==> src/rtl/mc_pkg.sv <==
// -----------------------------------------------------------------------------
// mc_pkg
// Shared definitions for the multicycle MIPS control path: opcode constants,
// the controller state encoding, ALU / mux select encodings and the packed
// control word produced by the state decoder. Also used by the datapath and
// the ALU decoder so that select encodings stay consistent.
// -----------------------------------------------------------------------------
package mc_pkg;

  // Supported opcodes (instruction bits [31:26])
  localparam logic [5:0] OP_RTYPE = 6'b000000;
  localparam logic [5:0] OP_LW    = 6'b100011;
  localparam logic [5:0] OP_SW    = 6'b101011;
  localparam logic [5:0] OP_BEQ   = 6'b000100;
  localparam logic [5:0] OP_ADDI  = 6'b001000;
  localparam logic [5:0] OP_J     = 6'b000010;

  // ALU operation select
  localparam logic [1:0] ALU_OP_ADD   = 2'b00;
  localparam logic [1:0] ALU_OP_SUB   = 2'b01;
  localparam logic [1:0] ALU_OP_FUNCT = 2'b10;

  // ALU operand B select
  localparam logic [1:0] SRC_B_REG     = 2'b00;
  localparam logic [1:0] SRC_B_FOUR    = 2'b01;
  localparam logic [1:0] SRC_B_IMM     = 2'b10;
  localparam logic [1:0] SRC_B_IMM_SH2 = 2'b11;

  // Next-PC source select
  localparam logic [1:0] PC_SRC_ALU    = 2'b00;
  localparam logic [1:0] PC_SRC_ALUOUT = 2'b01;
  localparam logic [1:0] PC_SRC_JUMP   = 2'b10;

  typedef enum logic [3:0] {
    S_FETCH    = 4'd0,
    S_DECODE   = 4'd1,
    S_MEMADR   = 4'd2,
    S_MEMREAD  = 4'd3,
    S_MEMWB    = 4'd4,
    S_MEMWRITE = 4'd5,
    S_EXECUTE  = 4'd6,
    S_ALUWB    = 4'd7,
    S_BRANCH   = 4'd8,
    S_ADDIEX   = 4'd9,
    S_ADDIWB   = 4'd10,
    S_JUMP     = 4'd11
  } state_e;

  // Ungated control word for one state; mem_ready / reset gating is applied later
  typedef struct packed {
    logic       pc_write;
    logic       branch;
    logic       iord;
    logic       mem_write;
    logic       ir_write;
    logic       reg_dst;
    logic       mem_to_reg;
    logic       reg_write;
    logic       alu_src_a;
    logic [1:0] alu_src_b;
    logic [1:0] alu_op;
    logic [1:0] pc_src;
    logic       instr_done;
  } ctrl_t;

  function automatic logic is_legal_op(input logic [5:0] op);
    return (op == OP_RTYPE) || (op == OP_LW) || (op == OP_SW) ||
           (op == OP_BEQ)   || (op == OP_ADDI) || (op == OP_J);
  endfunction

endpackage

==> src/rtl/mc_state_outputs.sv <==
// -----------------------------------------------------------------------------
// mc_state_outputs
// Pure combinational decode of the controller state into the raw control word.
// Strobes that depend on memory handshake or reset are emitted unconditionally
// here and gated in mc_control_fsm.
// Ports:
//   state_i  in   4   current controller state
//   ctrl_o   out      raw control word for that state
// -----------------------------------------------------------------------------
module mc_state_outputs
  import mc_pkg::*;
(
  input  logic [3:0] state_i,
  output ctrl_t      ctrl_o
);

  // State to control-word table; unlisted fields stay zero, unreachable codes give all zero
  always_comb begin
    ctrl_o = '0;
    case (state_i)
      S_FETCH: begin
        ctrl_o.alu_src_b = SRC_B_FOUR;
        ctrl_o.alu_op    = ALU_OP_ADD;
        ctrl_o.pc_src    = PC_SRC_ALU;
        ctrl_o.ir_write  = 1'b1;
        ctrl_o.pc_write  = 1'b1;
      end
      S_DECODE: begin
        // Precompute branch target into ALUOut
        ctrl_o.alu_src_b = SRC_B_IMM_SH2;
        ctrl_o.alu_op    = ALU_OP_ADD;
      end
      S_MEMADR: begin
        ctrl_o.alu_src_a = 1'b1;
        ctrl_o.alu_src_b = SRC_B_IMM;
        ctrl_o.alu_op    = ALU_OP_ADD;
      end
      S_MEMREAD: begin
        ctrl_o.iord = 1'b1;
      end
      S_MEMWB: begin
        ctrl_o.mem_to_reg = 1'b1;
        ctrl_o.reg_write  = 1'b1;
        ctrl_o.instr_done = 1'b1;
      end
      S_MEMWRITE: begin
        ctrl_o.iord       = 1'b1;
        ctrl_o.mem_write  = 1'b1;
        ctrl_o.instr_done = 1'b1;
      end
      S_EXECUTE: begin
        ctrl_o.alu_src_a = 1'b1;
        ctrl_o.alu_src_b = SRC_B_REG;
        ctrl_o.alu_op    = ALU_OP_FUNCT;
      end
      S_ALUWB: begin
        ctrl_o.reg_dst    = 1'b1;
        ctrl_o.reg_write  = 1'b1;
        ctrl_o.instr_done = 1'b1;
      end
      S_BRANCH: begin
        ctrl_o.alu_src_a  = 1'b1;
        ctrl_o.alu_src_b  = SRC_B_REG;
        ctrl_o.alu_op     = ALU_OP_SUB;
        ctrl_o.pc_src     = PC_SRC_ALUOUT;
        ctrl_o.branch     = 1'b1;
        ctrl_o.instr_done = 1'b1;
      end
      S_ADDIEX: begin
        ctrl_o.alu_src_a = 1'b1;
        ctrl_o.alu_src_b = SRC_B_IMM;
        ctrl_o.alu_op    = ALU_OP_ADD;
      end
      S_ADDIWB: begin
        ctrl_o.reg_write  = 1'b1;
        ctrl_o.instr_done = 1'b1;
      end
      S_JUMP: begin
        ctrl_o.pc_src     = PC_SRC_JUMP;
        ctrl_o.pc_write   = 1'b1;
        ctrl_o.instr_done = 1'b1;
      end
      default: begin
        ctrl_o = '0;
      end
    endcase
  end

endmodule

==> src/rtl/mc_control_fsm.sv <==
// -----------------------------------------------------------------------------
// mc_control_fsm
// Multicycle MIPS controller. Moore FSM sequencing a shared ALU/memory datapath
// through 3-5 cycles per instruction, with a memory-ready stall handshake, an
// illegal-opcode pulse and a retired-instruction counter.
// Ports:
//   clk, reset (sync, active-high); op, zero, mem_ready inputs
//   pc_en, pc_write, branch, iord, mem_write, ir_write, reg_dst, mem_to_reg,
//   reg_write, alu_src_a, alu_src_b[1:0], alu_op[1:0], pc_src[1:0]  datapath controls
//   instr_done, illegal_op  per-instruction pulses
//   retired[CNT_W-1:0]      instr_done count since reset, wraps
// -----------------------------------------------------------------------------
module mc_control_fsm
  import mc_pkg::*;
#(
  parameter int CNT_W = 32
) (
  input  logic             clk,
  input  logic             reset,
  input  logic [5:0]       op,
  input  logic             zero,
  input  logic             mem_ready,
  output logic             pc_en,
  output logic             pc_write,
  output logic             branch,
  output logic             iord,
  output logic             mem_write,
  output logic             ir_write,
  output logic             reg_dst,
  output logic             mem_to_reg,
  output logic             reg_write,
  output logic             alu_src_a,
  output logic [1:0]       alu_src_b,
  output logic [1:0]       alu_op,
  output logic [1:0]       pc_src,
  output logic             instr_done,
  output logic             illegal_op,
  output logic [CNT_W-1:0] retired
);

  state_e           state_q, state_d;
  logic [CNT_W-1:0] retired_q;
  ctrl_t            raw_s;
  logic             fetch_stall_s, write_stall_s, live_s;

  mc_state_outputs u_state_outputs (
    .state_i (state_q),
    .ctrl_o  (raw_s)
  );

  // Next-state selection; op only matters in DECODE and MEMADR
  always_comb begin
    state_d = S_FETCH;
    case (state_q)
      S_FETCH:    state_d = mem_ready ? S_DECODE : S_FETCH;
      S_DECODE: begin
        case (op)
          OP_LW, OP_SW: state_d = S_MEMADR;
          OP_RTYPE:     state_d = S_EXECUTE;
          OP_BEQ:       state_d = S_BRANCH;
          OP_ADDI:      state_d = S_ADDIEX;
          OP_J:         state_d = S_JUMP;
          default:      state_d = S_FETCH;
        endcase
      end
      S_MEMADR:   state_d = (op == OP_SW) ? S_MEMWRITE : S_MEMREAD;
      S_MEMREAD:  state_d = mem_ready ? S_MEMWB : S_MEMREAD;
      S_MEMWRITE: state_d = mem_ready ? S_FETCH : S_MEMWRITE;
      S_EXECUTE:  state_d = S_ALUWB;
      S_ADDIEX:   state_d = S_ADDIWB;
      default:    state_d = S_FETCH;
    endcase
  end

  // Stall and reset gating of strobes; mux selects pass straight through
  always_comb begin
    fetch_stall_s = (state_q == S_FETCH) & ~mem_ready;
    write_stall_s = (state_q == S_MEMWRITE) & ~mem_ready;
    live_s        = ~reset;

    pc_write   = raw_s.pc_write & ~fetch_stall_s & live_s;
    ir_write   = raw_s.ir_write & ~fetch_stall_s & live_s;
    mem_write  = raw_s.mem_write & live_s;
    reg_write  = raw_s.reg_write & live_s;
    instr_done = raw_s.instr_done & ~write_stall_s & live_s;
    illegal_op = (state_q == S_DECODE) & ~is_legal_op(op) & live_s;
    pc_en      = (pc_write | (raw_s.branch & zero)) & live_s;

    branch     = raw_s.branch;
    iord       = raw_s.iord;
    reg_dst    = raw_s.reg_dst;
    mem_to_reg = raw_s.mem_to_reg;
    alu_src_a  = raw_s.alu_src_a;
    alu_src_b  = raw_s.alu_src_b;
    alu_op     = raw_s.alu_op;
    pc_src     = raw_s.pc_src;
    retired    = retired_q;
  end

  // State register and retired-instruction counter
  always_ff @(posedge clk) begin
    if (reset) begin
      state_q   <= S_FETCH;
      retired_q <= '0;
    end else begin
      state_q <= state_d;
      if (instr_done) begin
        retired_q <= retired_q + CNT_W'(1);
      end else begin
        retired_q <= retired_q;
      end
    end
  end

endmodule

==> config.mk <==
export PLATFORM = sky130hd
export DESIGN_NAME = mc_control_fsm
export DESIGN_NICKNAME = d
export VERILOG_FILES = /design/src/rtl/mc_pkg.sv /design/src/rtl/mc_state_outputs.sv /design/src/rtl/mc_control_fsm.sv
export SDC_FILE = /design/constraint.sdc
export NUM_CORES = 1
export LEC_CHECK = 0
export ABC_CLOCK_PERIOD_IN_PS = 2600
export CORE_MARGIN = 2
export CORE_UTILIZATION = 48
export CTS_CLUSTER_SIZE = 8
export DETAILED_ROUTE_END_ITERATION = 7
export HOLD_SLACK_MARGIN = 0.12
export PLACE_DENSITY = 0.8
export REMOVE_ABC_BUFFERS = 1
export SLEW_MARGIN = 40
export SYNTH_ARGS = -nofsm -noshare
export SYNTH_HDL_FRONTEND = slang
export SYNTH_SLANG_ARGS = --single-unit
export TNS_END_PERCENT = 20
==> constraint.sdc <==
create_clock -name clk -period 2.6 [get_ports clk]
set_input_delay 0.26 -clock clk [delete_from_list [all_inputs] [get_ports clk]]
set_output_delay 0.26 -clock clk [all_outputs]
set_load 0.1 [all_outputs]
# Word level (Yosys, flattened, before mapping)
# Index checks and enable logic that the tools add are counted.
# op_classes
muxes	18
n_reduce_logical	14
bitwise_logic	20
add_sub_neg	1
eq_ne	16
# op_table
op	count
$pmux 4 s5	2
$add 32x1->32 const B	1
$pmux 4 s7	1
$eq 4x3->1 const B	4
$eq 4x4->1 const B	4
$and 1x1->1	14
$eq 6x6->1 const B	2
$mux 1	11
$mux 3	3
$eq 4x2->1 const B	2
$reduce_or 2->1	4
$eq 6x2->1 const B	1
$eq 6x3->1 const B	1
$eq 6x4->1 const B	1
$logic_not 6->1	1
$reduce_or 6->1	1
$logic_or 1x1->1	5
$not 1->1	5
$eq 4x1->1 const B	1
$logic_not 4->1	1
$pmux 2 s2	1
$reduce_or 4->1	1
$reduce_or 3->1	1
$or 1x1->1	1
# word_totals
ff_bits	36
elab_cells	71
out_inout_bits	50
input_bits	10

# Logic depth before layout (Yosys ltp)
# Gate-level depths: netlist (run 1).
# logic_depth
word_depth	9
ltp_mapped	7
ltp_nobuf	5

# By module
# A second synthesis (run 1) with hierarchy kept.
# hier_totals
cells_unflattened	291
hier_area_um2	2358.5
# modules_own_cells
mod	seq_area_each_um2	cells_each	area_per_inst_um2	instances
mc_control_fsm	720.7	258	2145.8	1
mc_state_outputs	0.0	33	212.7	1

# Worst setup path before layout (run 1)
# No wires, ideal clock.
# synth_timing
kind	reg2out
startpoint	register state_q[1]
endpoint	output port reg_write
slack_ns	-1.248
stages_incl_launch_ff	7
arrival_ns	3.588
path_buffers	2
required_time_ns	2.340
path_cell_list	dfxtp_1 buf_2 buf_1 nand2_1 nor2_1 a21oi_1 nor2_1
# synth_via
elab_chain_cells	4
word_cells_on_any_way	6
# synth_lines
element	line_no	text
start: declaration	mc_control_fsm.sv:41	state_e state_q, state_d;
start signal: assignment	mc_control_fsm.sv:106	state_q <= state_d;
$eq 4x3->1 or $eq 4x4->1 (tied branches)	mc_state_outputs.sv:20	case (state_i)
$reduce_or 3->1 (no source line) *	n/a	
$mux 1 *	mc_state_outputs.sv:20	
$and 1x1->1 *	mc_control_fsm.sv:84	reg_write = raw_s.reg_write & live_s;
end: declaration	mc_control_fsm.sv:31	output logic reg_write,
# Every way passes the cells marked *; elsewhere a longest branch is shown, timed or not.

# Worst setup path in the final report (run 1)
# layout_timing
startpoint	register state_q[0]
endpoint	output port instr_done
# layout_via
elab_chain_cells	5
word_cells_on_any_way	12
# layout_lines
element	line_no	text
$eq 4x3->1, or another cell as far along	mc_state_outputs.sv:20, mc_control_fsm.sv:78	
$reduce_or 6->1 (no source line) or $and 1x1->1 (tied branches)	n/a	
$mux 1 or $not 1->1 (tied branches)	mc_state_outputs.sv:20, mc_control_fsm.sv:85	
$and 1x1->1 * (2 in series)	mc_control_fsm.sv:85	instr_done = raw_s.instr_done & ~write_stall_s & live_s;
end: declaration	mc_control_fsm.sv:36	output logic instr_done,
# Marked as above.

==> out/qor.csv, run 1 <==
metric,value,unit
Detailed Place HPWL,4.08,mm
Die W,70.2,um
CTS Buf Count,5,
"Period Utilization, post-route",0.921,
actual slew at the worst max-slew pin,610,ps
Rel. slew slack,0.590,
PD cells,389,nW/um^2
Syn Area/Cell,7.72,um^2
Synth top cells by count,"dfxtp_1, nor2_1, a21oi_1, nand2_1, xnor2_1",
met1 GRT Util,0.310,
global-route wire length before repair,8.98,mm
worst hold start,retired[31],
Worst Skew,4.85,ps
Internal,0.821,mW
Antenna Cells,0,
WP data required,2340,ps
Most used DFF post-synth,dfxtp_1,
Hold Crit Class,reg -> reg,
Comb pwr share,0.127,
vias in the first global route,2000,
async set or reset register ratio after synthesis,0,
number of buffers added on ports,59,
Slew Limit Fails,0,
"Slowest-stage cell, CP",dfxtp_1,
max cap viols,0,
Area Overhead vs Synth,36.3,%
post-synth cell types,45,
clk root buf,clkbuf_8,
sw power,0.294,mW
DR WL/cell,14.2,um
# hold bufs at CTS,0,
share of cells above drive strength 1,0.235,
clock tree buffer depth,2,
share of power burned in registers,0.500,
top area cells in the synthesized netlist,"dfxtp_1, xnor2_1, nor2_1, a21oi_1, o21ai_0",
clk sinks,36,
Vias,2240,
CTS tree,yes,
WHS Endpoint,retired[31],
Final Util,0.667,
DR pass1 iterations,4,
initial DRC count,149,
row cnt,24,
initial antenna violation count,0,
Crit. End Element,output port,
FF-to-FF path depth,5,
Detail Route Antenna Nets,0,
core area,4290,um^2
fin crit period,2390,ps
Post-Syn Instances,272,
# setup viols final,0,
Critical Path Source Type,register,
Peak Freq,418,MHz
GRT Max-Usage Layer,met2,
critical path type,reg -> out,
Die ar.,4920,um^2
Hold Crit Depth,2,
Seq cells post-synth,36,
run status,completed,
Initial Utilization,0.489,
Post-synth EDFFs,0,
Fin Hold WS,506,ps
clock latency on the worst-skew pair,290,ps
CP Max Fanout,14,
"Hold Vio Cnt, Final",0,
end of the worst register-to-register path,retired[31],
RSZ-0062 raised after global routing,no,
Overflow after GRT,0,
VDD IR max,0.000254,V
"critical path, cell by cell","nand2b_1, buf_4, o21ai_0, nor3_1, buf_12",
switching share of total power,0.264,
CP top delay family,flip-flops,
"area leader, netlist",dfxtp_1,
drt via density,5.77,
Final GP Congestion,0.874,
area share of the largest cell type after synthesis,0.343,
residual DRC count,0,
final WL,5.50,mm
Synth Warn #,0,
post-CTS setup buffers,0,
global-route usage over all layers,0.224,
final setup TNS,0,ps
Max stage delay on crit path,590,ps
Nets,346,
Die Span Y,70.2,um
CP arrival,2130,ps
P_leak,1.03,nW
H-tree depth,2,
pin count of the biggest net entering global routing,28,
met3 usage,0.0476,
Netlist Area Pre-Place,2100,um^2
Clk pwr share,0.373,
Clock transition at path regs,70,ps
post-CTS resize count,0,
WP buf/inv,2,
"Seq/Total Area, Yosys",0.343,
met2 usage,0.341,
worst reg2reg setup slack,280,ps
critical register-to-register path startpoint,state_q[3],
Ports,60,
-- power groups by stage --
| stage | registers [mW] | clock network, mW | logic, mW |
|---|---|---|---|
| 2_1_floorplan | 0.571 | 0 | 0.0730 |
| 3_3_place_gp | 0.570 | 0 | 0.140 |
| 3_5_place_dp | 0.570 | 0 | 0.141 |
| 4_1_cts | 0.557 | 0.420 | 0.142 |
| 5_1_grt | 0.558 | 0.443 | 0.150 |
| 6_report | 0.558 | 0.416 | 0.142 |
-- worst max-delay path by stage --
stage               startpoint  depth (start not counted)  slack, ps     endpoint
floorplan           state_q[3]                          3      -3360        pc_en
global placement     mem_ready                          6        180  retired[31]
detailed placement   mem_ready                          6        130  retired[31]
CTS                 state_q[0]                          5        220   instr_done
global route        state_q[0]                          5         50   instr_done
finish              state_q[0]                          5        210   instr_done
-- registers in the layout, indices dropped and copies added (netlist names) --
| signal | flops |
|---|---|
| state_q | 4 |
| retired | 32 |
-- tightest hold or removal path: stages (launching register included) --
cell,delay [ps]
dfxtp_1,340
o31ai_1,70
a21oi_1,60
-- stage by stage --
stage / total power, mW / area [um^2] / setup WS [ps] / std cells
6_report: 1.12 / 2860 / 206 / 388
2_1_floorplan: 0.644 / 2030 / -3360 / 256
4_1_cts: 1.12 / 2860 / 221 / 388
5_1_grt: 1.15 / 2860 / 46.9 / 388
3_5_place_dp: 0.711 / 2770 / 130 / 380
3_3_place_gp: 0.710 / 2770 / 178 / 380
-- cells by family after synthesis --
kind of cell	synth area share
mux	0.0197
buf+inv	0.0465
flops	0.343
simple gates	0.334
fa+ha+maj	0.00595
xor+xnor	0.100
compound gates	0.151
-- cell type report --
class	count	area, um^2
inverter	8	30.0
fill	379	1430
tap	52	65.1
timing repair buffer	72	676
multi-input combinational	212	1280
sequential	36	721
clock buffer	8	90.1
-- layer usage --
metal	wire length (um)	up-vias	share of wire
met1	2630	1034	0.48
met3	317	10	0.058
met2	2470	87	0.45
li1	-	1109	-
met4	86	0	0.016
met5	0	-	0
-- placed cells by master, fill, tap and decap left out, types with 2 or more instances in the layout --
cell             Yosys  final
a21oi_1             19     19
and3_1               3      3
and4_1               3      3
buf_12               0      9
buf_4                1     54
clkbuf_1            11      2
clkbuf_8             0      6
clkdlybuf4s50_1      0      9
dfxtp_1             36     36
inv_1                8      8
mux2i_1              3      3
nand2_1             16     16
nand2b_1             4      4
nand3_1             13     13
nand4_1              8      8
nor2_1              36     36
nor2b_1              3      3
nor3_1              14     14
nor4_1              10     10
o2111a_1             2      2
o21ai_0             15     15
o22ai_1              2      2
o31ai_1              4      4
or2_2                2      2
or3_1                6      6
or4_1                7      7
or4_4                2      2
xnor2_1             16     16
xor2_1               8      8
(Power assumes the default switching activity.)
==> run 2, diff against run 1 <==
CORE_UTILIZATION = 49   (was 48)
SYNTH_HIERARCHICAL = 1   (was default)
==> run 2 against run 1 <==
Compared with the run above: combinational power increased by 13%; die area increased by 9.4%; highest routed layer unchanged; via count increased by 9.6%; fmax increased by 8.3%; global-route usage increased by 0.63 points; synthesized cell count increased by 7.0%; core utilization decreased by 0.14 points; final cell count increased by 3.1%; total power increased by 8.2%; register-to-register slack improved by 160 ps; sequential share of layout area decreased by 2.1 points.
==> out/qor.csv, run 2 <==
metric,value,unit,change
vias in the first global route,2171,,+8.6%
Synth top cells by count,"dfxtp_1, a21oi_1, nor2_1, nand2_1, nor2b_1",,
WP data required,2340,ps,about the same
"area leader, netlist",dfxtp_1,,
actual slew at the worst max-slew pin,432,ps,-177 ps
# hold bufs at CTS,0,,unchanged
Synth Warn #,6,,+6
share of power burned in registers,0.459,,-0.041
Ports,60,,unchanged
Internal,0.898,mW,+9.4%
residual DRC count,0,,unchanged
initial DRC count,185,,+24%
Final GP Congestion,0.834,,-4.6%
max FFs per register,32,,unchanged
run status,completed,,
"Seq/Total Area, Yosys",0.306,,-0.0375
PD cells,387,nW/um^2,-0.74%
row cnt,25,,+4.2%
Post-Syn Instances,291,,+7.0%
Die Span Y,73.4,um,+4.6%
Final WS setup,389,ps,+184 ps
Nets,356,,+2.9%
share of cells above drive strength 1,0.251,,+0.0163
VDD IR max,0.000256,V,+0.73%
Crit. End Element,output port,,
Comb pwr share,0.134,,+0.007
FF/Latch Area,721,um^2,unchanged
CP arrival,1950,ps,-180 ps
Detail Route Antenna Nets,0,,unchanged
DR WL/cell,15.2,um,+7.2%
clk root buf,clkbuf_8,,
Syn Area/Cell,8.10,um^2,+4.9%
"critical path, cell by cell","buf_4, nand2b_1, or3_1, nor3_1, buf_12",,
Most used DFF post-synth,dfxtp_1,,
Design Power,1.21,mW,+8.2%
core area,4690,um^2,+9.3%
Post-synth EDFFs,0,,unchanged
Vias,2454,,+9.6%
post-synth cell types,53,,+18%
clock tree buffer depth,2,,unchanged
CP Max Fanout,21,,+7
post-CTS setup buffers,0,,unchanged
fillcell total,412,,+8.7%
Final Util,0.666,,-0.00136
Slew Limit Fails,0,,unchanged
Netlist Area Pre-Place,2360,um^2,+12%
Placement Cell Area,3020,um^2,+8.7%
drt via density,6.14,,+6.3%
final WL,6.08,mm,+10%
Hold Crit Class,reg -> reg,,
Detailed Place HPWL,4.35,mm,+6.6%
initial antenna violation count,0,,unchanged
P_leak,1.17,nW,+15%
number of buffers added on ports,59,,unchanged
"Slowest-stage cell, CP",or3_1,,
CTS tree,yes,,
fin crit period,2210,ps,-184 ps
Die W,73.4,um,+4.6%
CTS Buf Count,5,,unchanged
Final Cell Area,3120,um^2,+9.0%
global-route usage over all layers,0.230,,+0.00627
"Period Utilization, post-route",0.850,,-0.0707
clock latency on the worst-skew pair,290,ps,about the same
async set or reset register ratio after synthesis,0,,unchanged
most frequent cells in the layout,"buf_4, dfxtp_1, a21oi_1",,
global-route wire length before repair,9.96,mm,+11%
area share of the largest cell type after synthesis,0.306,,-0.0375
Clock transition at path regs,80,ps,about the same
Initial Utilization,0.503,,+0.0134
dpl cells,392,,+3.2%
DR pass1 iterations,4,,unchanged
Seq cells post-synth,36,,unchanged
most common cell in the synthesized netlist,dfxtp_1,,
# setup viols final,0,,unchanged
Die ar.,5380,um^2,+9.4%
Max stage delay on crit path,360,ps,-230 ps
Antenna Cells,0,,unchanged
pin count of the biggest net entering global routing,29,,+3.6%
RSZ-0062 raised after global routing,no,,
Clk pwr share,0.408,,+0.035
Rel. slew slack,0.712,,+0.122
post-CTS resize count,0,,unchanged
Critical Path Source Type,register,,
final non-filler cell total,400,,+3.1%
Overflow after GRT,0,,unchanged
Worst Skew,11.5,ps,+6.65 ps
critical path type,reg -> out,,
"Hold Vio Cnt, Final",0,,unchanged
switching share of total power,0.256,,-0.00792
H-tree depth,2,,unchanged
max cap viols,0,,unchanged
Post-Place Setup Slack,303,ps,+173 ps
sw power,0.309,mW,+5.0%
top area cells in the synthesized netlist,"dfxtp_1, a21oi_1, mux2_2, o31ai_1, or4_1",,
Area Overhead vs Synth,32.4,%,
"commonest non-fill, non-tap cell in the layout",buf_4,,
Peak Freq,452,MHz,+8.3%
area of the multi-input gates,1470,um^2,+15%
clk sinks,36,,unchanged
-- run 2: cell count changes after synthesis, sizes merged, moves of 9 or more --
cell / change
nor2b: +10
buf: +12
nand3: -9
nor2: -13
xnor2: -14
-- run 2: metal layers --
| metal | vias to the layer above | GRT usage | routed length, um |
|---|---|---|---|
| li1 | 1198 | - | - |
| met1 | 1171 | 0.290 | 2640 |
| met2 | 76 | 0.385 | 3030 |
| met3 | 9 | 0.0535 | 328 |
| met4 | 0 | 0.0808 | 78 |
| met5 | - | 0 | 0 |
-- run 2: path summary, 6_finish.rpt --
kind | from | to | slack, ps | cells past startpoint
min | retired[15] | retired[15] | 500 | 2
max reg2reg | state_q[2] | retired[25] | 440 | 6
min reg2reg | retired[15] | retired[15] | 500 | 2
max | state_q[0] | illegal_op | 390 | 5
-- run 2: kinds of logic (layout without fill, tap and decap cells) --
kind of cell	count (synthesis)	after routing	share of synthesized area
AND/OR/NAND/NOR	139	139	0.348
AO/OA/AOI/OAI	67	67	0.194
flip-flops	36	36	0.306
buffers and inverters	30	85	0.0695
multiplexers	11	11	0.0515
XOR/XNOR	7	7	0.0260
adder cells (fa/ha/maj)	1	1	0.00530
-- run 2: cell type report --
class,count,area share
clock buffer,6,0.0232
tap,54,0.0216
multi-input combinational,225,0.472
timing repair buffer,71,0.234
clock inverter,2,0.0112
sequential,36,0.231
inverter,6,0.00721
-- run 2: worst max-delay path: cells and delay by family, from the launching register on --
kind	cells	cell delay, ps
buffers and inverters	2	450
DFF	1	350
and+or+nand+nor	3	860
-- run 2: power by group through the flow --
stage          sequential [mW]  combinational [mW]  clock, mW
5_1_grt                  0.554               0.171      0.519
4_1_cts                  0.554               0.162      0.494
3_3_place_gp             0.566               0.160          0
6_report                 0.554               0.161      0.492
3_5_place_dp             0.567               0.162          0
2_1_floorplan            0.572              0.0826          0
-- run 2: metrics by stage --
stage | hold WS [ps] | TNS (ps)
floorplan | 329 | -14870
global placement | 478 | 0
detailed placement | 494 | 0
CTS | 505 | 0
global route | 526 | 0
finish | 502 | 0
==> run 3, diff against run 2 <==
CORE_MARGIN = 4   (was 2)
==> run 3 against run 2 <==
Compared with the run above: clock skew is 2.5 ps lower; combinational power about the same; critical endpoint unchanged; sequential power is essentially flat; non-clock buffer count up 1; hold slack lost 4.2 ps; fmax decreased by 0.18%; core utilization rose by 2.2 points; die area up 11%; total power decreased by 9.0%; via count decreased by 2.2%; final area shrank 0.80%.
==> out/qor.csv, run 3 (same netlist as run 2, synthesis figures left out) <==
metric,value,unit,change
Max stage delay on crit path,370,ps,about the same
initial DRC count,217,,+17%
initial antenna violation count,0,,unchanged
Critical Path Source Type,register,,
Antenna Cells,0,,unchanged
PD cells,354,nW/um^2,-8.3%
most frequent cells in the layout,"buf_4, dfxtp_1, a21oi_1",,
core area,4500,um^2,-4.0%
"commonest non-fill, non-tap cell in the layout",buf_4,,
clock tree buffer depth,2,,unchanged
final WL,5.92,mm,-2.6%
drt via density,6.03,,-1.7%
Fin Hold WS,498,ps,-4.16 ps
DR pass1 iterations,4,,unchanged
# setup viols final,0,,unchanged
Die W,77.4,um,+5.5%
Ports,60,,unchanged
"critical path, cell by cell","buf_4, nand2b_1, or3_1, nor3_1, buf_12",,
Rel. slew slack,0.695,,-0.0164
max cap viols,0,,unchanged
max FFs per register,32,,unchanged
CTS Buf Count,5,,unchanged
pin count of the biggest net entering global routing,33,,+14%
fin crit period,2210,ps,+3.96 ps
Initial Utilization,0.524,,+0.0209
clk root buf,clkbuf_8,,
actual slew at the worst max-slew pin,457,ps,+24.6 ps
Clock transition at path regs,70,ps,about the same
clk sinks,36,,unchanged
number of buffers added on ports,59,,unchanged
global-route usage over all layers,0.197,,-0.0334
Die ar.,5990,um^2,+11%
Crit. End Element,output port,,
vias in the first global route,2207,,+1.7%
residual DRC count,0,,unchanged
H-tree depth,2,,unchanged
Vias,2400,,-2.2%
global-route wire length before repair,10.0,mm,+0.69%
"Hold Vio Cnt, Final",0,,unchanged
CP top delay family,simple AND/OR/NAND/NOR gates,,
Detail Route Antenna Nets,0,,unchanged
CP arrival,1950,ps,about the same
VDD IR max,0.000216,V,-16%
Slew Limit Fails,0,,unchanged
post-CTS resize count,0,,unchanged
final setup TNS,0,ps,unchanged
critical path type,reg -> out,,
Nets,357,,+0.28%
share of cells above drive strength 1,0.251,,unchanged
Detailed Place HPWL,4.41,mm,+1.4%
DR WL/cell,14.9,um,-2.2%
clock latency on the worst-skew pair,290,ps,about the same
WP data required,2340,ps,about the same
Final GP Congestion,0.793,,-4.9%
Hold Crit Class,reg -> reg,,
post-CTS setup buffers,0,,unchanged
CTS tree,yes,,
CP Max Fanout,15,,-29%
"Period Utilization, post-route",0.852,,+0.00152
Overflow after GRT,0,,unchanged
Area Overhead vs Synth,31.4,%,
RSZ-0062 raised after global routing,no,,
# hold bufs at CTS,0,,unchanged
Peak Freq,452,MHz,-0.18%
Worst Skew,8.99,ps,-2.52 ps
Die Span Y,77.4,um,+5.5%
worst reg2reg setup slack,440,ps,about the same
run status,completed,,
P_leak,1.16,nW,-0.79%
row cnt,24,,-4.0%
Design Power,1.10,mW,-9.0%
WP buf/inv,2,,unchanged
"Slowest-stage cell, CP",nor3_1,,
-- run 3: changes by cell type in the layout (fill, tap and decap cells not counted) --
| cell | previous run | this run |
|---|---|---|
| bufinv_16 | 1 | 0 |
| buf_4 | 48 | 49 |
-- run 3: path summary, 6_finish.rpt --
check                                    to        start  cells after the start
worst min register to register  retired[15]  retired[15]                      2
worst max register to register  retired[27]   state_q[2]                      6
worst min-delay path            retired[15]  retired[15]                      2
worst max-delay path             illegal_op   state_q[1]                      5
-- run 3: through the flow --
| stage | worst slack [ps] | utilization | area, um^2 | cells |
|---|---|---|---|---|
| final | 386 | 0.688 | 3100 | 398 |
| after CTS | 381 | 0.688 | 3100 | 398 |
| after global placement | 403 | 0.671 | 3020 | 391 |
| after floorplan | -4400 | - | 2220 | 267 |
| after global routing | 271 | 0.688 | 3100 | 398 |
| after detailed placement | 314 | 0.671 | 3020 | 391 |
-- run 3: routing by layer --
| metal | wire length, um | GRT usage | vias to the layer above |
|---|---|---|---|
| met4 | 56 | 0.0516 | 0 |
| li1 | - | - | 1206 |
| met5 | 0 | 0 | - |
| met2 | 2930 | 0.344 | 71 |
| met3 | 367 | 0.0556 | 5 |
| met1 | 2570 | 0.239 | 1118 |
-- run 3: area by class of cell --
cell class | count | area (um^2)
multi-input cells | 225 | 1470
fillers | 379 | 1410
repair buffers | 72 | 738
flip-flops and latches | 36 | 721
clock buffers | 6 | 72.6
well taps | 52 | 65.1
inverters | 6 | 22.5
clock inverters | 1 | 5.00
-- run 3: where the power goes --
part	leakage (nW)	internal (mW)	total [mW]	switching, mW
combinational	0.834	0.0619	0.163	0.101
sequential	0.290	0.553	0.554	0.00120
clock	0.0410	0.182	0.382	0.199
-- run 3: tightest hold or removal path: stages, from the launching register on --
cell,delay (ps)
dfxtp_1,330
o31ai_1,70
a21oi_1,50
